===== src/rtl/mem_pkg.sv =====
// Shared types and default widths for the CPU/RAM memory arbiter.
package mem_pkg;

  localparam int MEM_ADDR_W = 8;
  localparam int MEM_DATA_W = 16;

  typedef enum logic {
    IDLE,
    ACCESS
  } state_e;

  typedef enum logic {
    SEL_IF,
    SEL_D
  } sel_e;

endpackage


===== src/rtl/mem_arb_pick.sv =====
// Combinational winner selection between fetch and data requesters.
// Build option MEM_ARB_RR_EN: round-robin on contention; otherwise D beats IF.
module mem_arb_pick
  import mem_pkg::*;
(
  input  logic if_req,
  input  logic d_req,
  input  sel_e last_win,
  output sel_e sel
);

  always_comb begin
    sel = SEL_D;
    if (if_req && !d_req) begin
      sel = SEL_IF;
    end
`ifdef MEM_ARB_RR_EN
    else if (if_req && d_req) begin
      // On contention the port that did not win last time goes first.
      sel = (last_win == SEL_D) ? SEL_IF : SEL_D;
    end
`endif
  end

`ifndef MEM_ARB_RR_EN
  logic unused_last_win;
  assign unused_last_win = last_win;
`endif

endmodule


===== src/rtl/mem_arbiter.sv =====
// Two-requester (fetch / data) arbiter in front of a single-port synchronous RAM.
// Build option MEM_ARB_RR_EN adds a last-winner pointer for round-robin arbitration.
module mem_arbiter
  import mem_pkg::*;
#(
  parameter int ADDR_W = MEM_ADDR_W,
  parameter int DATA_W = MEM_DATA_W
) (
  input  logic              clk,
  input  logic              reset,
  input  logic              if_req,
  input  logic [ADDR_W-1:0] if_addr,
  output logic              if_gnt,
  output logic              if_rvalid,
  output logic [DATA_W-1:0] if_rdata,
  input  logic              d_req,
  input  logic              d_we,
  input  logic [ADDR_W-1:0] d_addr,
  input  logic [DATA_W-1:0] d_wdata,
  output logic              d_gnt,
  output logic              d_rvalid,
  output logic [DATA_W-1:0] d_rdata,
  output logic [ADDR_W-1:0] ram_addr,
  output logic              ram_we,
  output logic [DATA_W-1:0] ram_wdata,
  input  logic [DATA_W-1:0] ram_rdata
);

  state_e            state_q, state_d;
  logic              if_gnt_q, if_gnt_d;
  logic              d_gnt_q, d_gnt_d;
  logic              if_rvalid_q, if_rvalid_d;
  logic              d_rvalid_q, d_rvalid_d;
  logic [ADDR_W-1:0] ram_addr_q, ram_addr_d;
  logic              ram_we_q, ram_we_d;
  logic [DATA_W-1:0] ram_wdata_q, ram_wdata_d;
  sel_e              pick_sel;
  sel_e              last_win;

`ifdef MEM_ARB_RR_EN
  sel_e last_q, last_d;
  assign last_win = last_q;
`else
  assign last_win = SEL_IF;
`endif

  mem_arb_pick u_pick (
    .if_req  (if_req),
    .d_req   (d_req),
    .last_win(last_win),
    .sel     (pick_sel)
  );

  always_comb begin
    state_d     = state_q;
    if_gnt_d    = 1'b0;
    d_gnt_d     = 1'b0;
    if_rvalid_d = 1'b0;
    d_rvalid_d  = 1'b0;
    ram_addr_d  = ram_addr_q;
    ram_we_d    = 1'b0;
    ram_wdata_d = ram_wdata_q;
`ifdef MEM_ARB_RR_EN
    last_d      = last_q;
`endif
    if (state_q == IDLE) begin
      if (if_req || d_req) begin
        state_d = ACCESS;
`ifdef MEM_ARB_RR_EN
        last_d  = pick_sel;
`endif
        if (pick_sel == SEL_D) begin
          d_gnt_d     = 1'b1;
          ram_addr_d  = d_addr;
          ram_we_d    = d_we;
          ram_wdata_d = d_wdata;
        end else begin
          if_gnt_d   = 1'b1;
          ram_addr_d = if_addr;
        end
      end
    end else begin
      // The RAM returns read data one cycle after the access cycle.
      state_d     = IDLE;
      if_rvalid_d = if_gnt_q;
      d_rvalid_d  = d_gnt_q && !ram_we_q;
    end
  end

  always_ff @(posedge clk or posedge reset) begin
    if (reset) begin
      state_q     <= IDLE;
      if_gnt_q    <= 1'b0;
      d_gnt_q     <= 1'b0;
      if_rvalid_q <= 1'b0;
      d_rvalid_q  <= 1'b0;
      ram_addr_q  <= '0;
      ram_we_q    <= 1'b0;
      ram_wdata_q <= '0;
    end else begin
      state_q     <= state_d;
      if_gnt_q    <= if_gnt_d;
      d_gnt_q     <= d_gnt_d;
      if_rvalid_q <= if_rvalid_d;
      d_rvalid_q  <= d_rvalid_d;
      ram_addr_q  <= ram_addr_d;
      ram_we_q    <= ram_we_d;
      ram_wdata_q <= ram_wdata_d;
    end
  end

`ifdef MEM_ARB_RR_EN
  always_ff @(posedge clk or posedge reset) begin
    if (reset) begin
      last_q <= SEL_IF;
    end else begin
      last_q <= last_d;
    end
  end
`endif

  assign if_gnt    = if_gnt_q;
  assign d_gnt     = d_gnt_q;
  assign if_rvalid = if_rvalid_q;
  assign d_rvalid  = d_rvalid_q;
  assign if_rdata  = ram_rdata;
  assign d_rdata   = ram_rdata;
  assign ram_addr  = ram_addr_q;
  assign ram_we    = ram_we_q;
  assign ram_wdata = ram_wdata_q;

endmodule

===== config.mk =====
export PLATFORM = sky130hd
export DESIGN_NAME = mem_arbiter
export DESIGN_NICKNAME = d
export VERILOG_FILES = /design/src/rtl/mem_pkg.sv /design/src/rtl/mem_arb_pick.sv /design/src/rtl/mem_arbiter.sv
export SDC_FILE = /design/constraint.sdc
export NUM_CORES = 1
export LEC_CHECK = 0
export BUFFER_PORTS_ARGS = -buffer_cell sky130_fd_sc_hd__buf_2
export CAP_MARGIN = 20
export CORE_MARGIN = 4
export CORE_UTILIZATION = 30
export CTS_CLUSTER_DIAMETER = 30
export CTS_CLUSTER_SIZE = 16
export DETAILED_ROUTE_END_ITERATION = 10
export PLACE_DENSITY = 0.71
export REMOVE_ABC_BUFFERS = 1
export SYNTH_ARGS = -nofsm -noshare
export SYNTH_HDL_FRONTEND = slang
export SYNTH_SLANG_ARGS = --single-unit

===== constraint.sdc =====
create_clock -name clk -period 2.3 [get_ports clk]
set_input_delay 0.46 -clock clk [delete_from_list [all_inputs] [get_ports clk]]
set_output_delay 0.46 -clock clk [all_outputs]
set_load 0.005 [all_outputs]

==> metrics.txt <==
GRT overflow=0; Inst Count DP=221; TritonCTS clock tree=built; IO Count=114; crit path time final=1.69 ns; Avg Inst Size Synth=12.4 um^2; Core Box Area=4850 um^2; final worst-path cycle share=73.6%; Worst Path Required=2.46 ns; max_slew headroom=67.2%; final hold violation count=0; Worst EP arrival=1.85 ns; CTS HTree Levels=2; setup bufs post-CTS=0; Tot GR Track Use=11.9%; final worst slack=0.606 ns; cts bufs inserted=5; largest net degree at the start of global routing=31; Finished Layout Cells=229; yosys warns=0; cell taking the most area after synthesis=dfrtp_1; Routed WL=3.70 mm; count of buffers from port buffering=65; Pwr Density=806 nW/um^2; fill count=476; Initial Util=31.6%; Leak=0.930 nW; vias per inst=4.46; FMAX=590 MHz; Ant. Diodes=0; vias in the first global route=1031; max-cap violations=0; clock root buffer=clkbuf_8; Peak VDD IR=0.000370 V; Area Overhead vs Synth=14.5%; Initial DRC Count=102; Clk pin slew, worst setup/hold paths=0.07 ns; Slew Viols, Final=0; worst hold path class=primary input to asynchronous set/reset pin; DRT Pass-1 Iters=5; status=finished, final reports clean; mapped cell area=1530 um^2; CP max FO=16; fin util=36.2%; Yosys cell types=17; clk sinks=30; worst slack at placement=0.522 ns; clk_lat worst skew=0.28 ns; flops & latches, synth=30; worst-margin pin slew=0.492 ns; RSZ-0062 raised after global routing=false; DRC viols=0; placed wire-length estimate=2.88 mm; Horiz. Die Dim=79.5 um; gpl congestion=0.766; final setup vio count=0; Setup TNS=0 ns; tightest hold margin=0.250 ns; layout cell share with drive strength beyond 1=57.4%; register area share after synthesis=49.0%; Die Span Y=79.5 um; WS Path Type=flop to flop; clk buf depth=2; synth top area cells=dfrtp_1 49%, buf_4 16%, mux2_4 13%; Final nets=214; Routed Antenna Nets=0; CTS resizes=0; Wirelength per Cell=16.2 um; DIE AREA=6310 um^2; Startpoint Class=flop; Cells after Synth=124; hold_buf cts=0; first-pass GRT wire length=5.51 mm; Cell Rows=25; post-synth top area share=49.0%; initial antenna violation count=0; Post-Route Skew=0.00521 ns; Worst Setup End Kind=flop; vias after detailed routing=1022
==> worst paths after layout <==
kind	start	to	slack, ns	depth (start not counted)
worst max-delay path	state_q	ram_wdata[6]	0.61	3
worst min-delay path	reset	ram_wdata[9]	0.25	3
worst max register to register	state_q	ram_wdata[6]	0.61	3
worst min register to register	if_gnt	if_rvalid	0.49	1
max in group asynchronous	reset	ram_wdata[6]	1.77	3
min in group clk	d_we	ram_we	0.39	2
==> metal layers <==
metal  up-vias  wire (um)  GRT usage [%]
li1        447          -              -
met3        10        609           9.14
met1       474       1530           14.2
met2        89       1500           15.6
met5         -         16           2.73
met4         2         48           4.64
==> placed cells by master (no fill, tap or decap) <==
master	Yosys	routed
nor4b_1	3	3
and3b_1	1	1
nor2b_1	2	2
nor2_1	5	5
o21bai_2	1	1
a211oi_1	3	3
inv_1	15	15
clkinvlp_4	0	1
nor3b_1	3	3
buf_4	33	2
clkinv_2	0	1
a222oi_1	5	5
nor2b_4	1	1
clkbuf_8	0	6
dfrtp_1	30	30
mux2_4	13	13
buf_2	0	65
and2_1	2	2
mux2_2	3	3
==> sequential cells by signal, indices dropped and copies added, names as in the netlist <==
| name | count |
|---|---|
| ram_we | 1 |
| d_gnt | 1 |
| ram_wdata | 16 |
| d_rvalid | 1 |
| ram_addr | 8 |
| if_rvalid | 1 |
| state_q | 1 |
| if_gnt | 1 |
==> metrics by stage <==
step / instance area (um^2) / power, mW
floorplan: 1230 / 0.833
detailed placement: 1660 / 0.993
CTS: 1750 / 1.44
global placement: 1660 / 0.985
global route: 1750 / 1.51
finish: 1750 / 1.41
==> final cells by class <==
cell class	count	area (um^2)	share of cell area, %
sequential	30	751	42.8
multi-input combinational	42	428	24.4
timing repair buffer	67	340	19.4
tap	67	83.8	4.78
clock buffer	6	82.6	4.71
inverter	15	56.3	3.21
clock inverter	2	12.5	0.713
==> critical path, stage by stage (launching register included) <==
cell and delay (ns):
dfrtp_1 0.55, nor2b_4 0.38, buf_4 0.32, mux2_4 0.32
==> cells by family (layout without fill, tap and decap cells) <==
group                  after synthesis  after routing  synth area share [%]
AND/OR/NAND/NOR                     17             17                  7.52
multiplexers                        16             16                  15.0
AO/OA/AOI/OAI                        9              9                  5.47
flip-flops                          30             30                  49.0
buffers and inverters               52             90                  23.0
==> report_power, final <==
| group | leakage (nW) | internal, mW | switching (mW) | total, mW |
|---|---|---|---|---|
| registers | 0.353 | 0.617 | 0.0568 | 0.673 |
| clock network | 0.0472 | 0.240 | 0.195 | 0.435 |
| logic | 0.529 | 0.184 | 0.122 | 0.306 |
==> cell usage after synthesis (all sizes together) <==
library cell / n
buf: 37
and3b: 1
and2: 2
mux2: 16
o21bai: 1
a211oi: 3
nor2b: 3
inv: 15
nor3b: 3
nor2: 5
nor4b: 3
a222oi: 5
dfrtp: 30
Note: power is estimated with default switching activity, not from simulation.
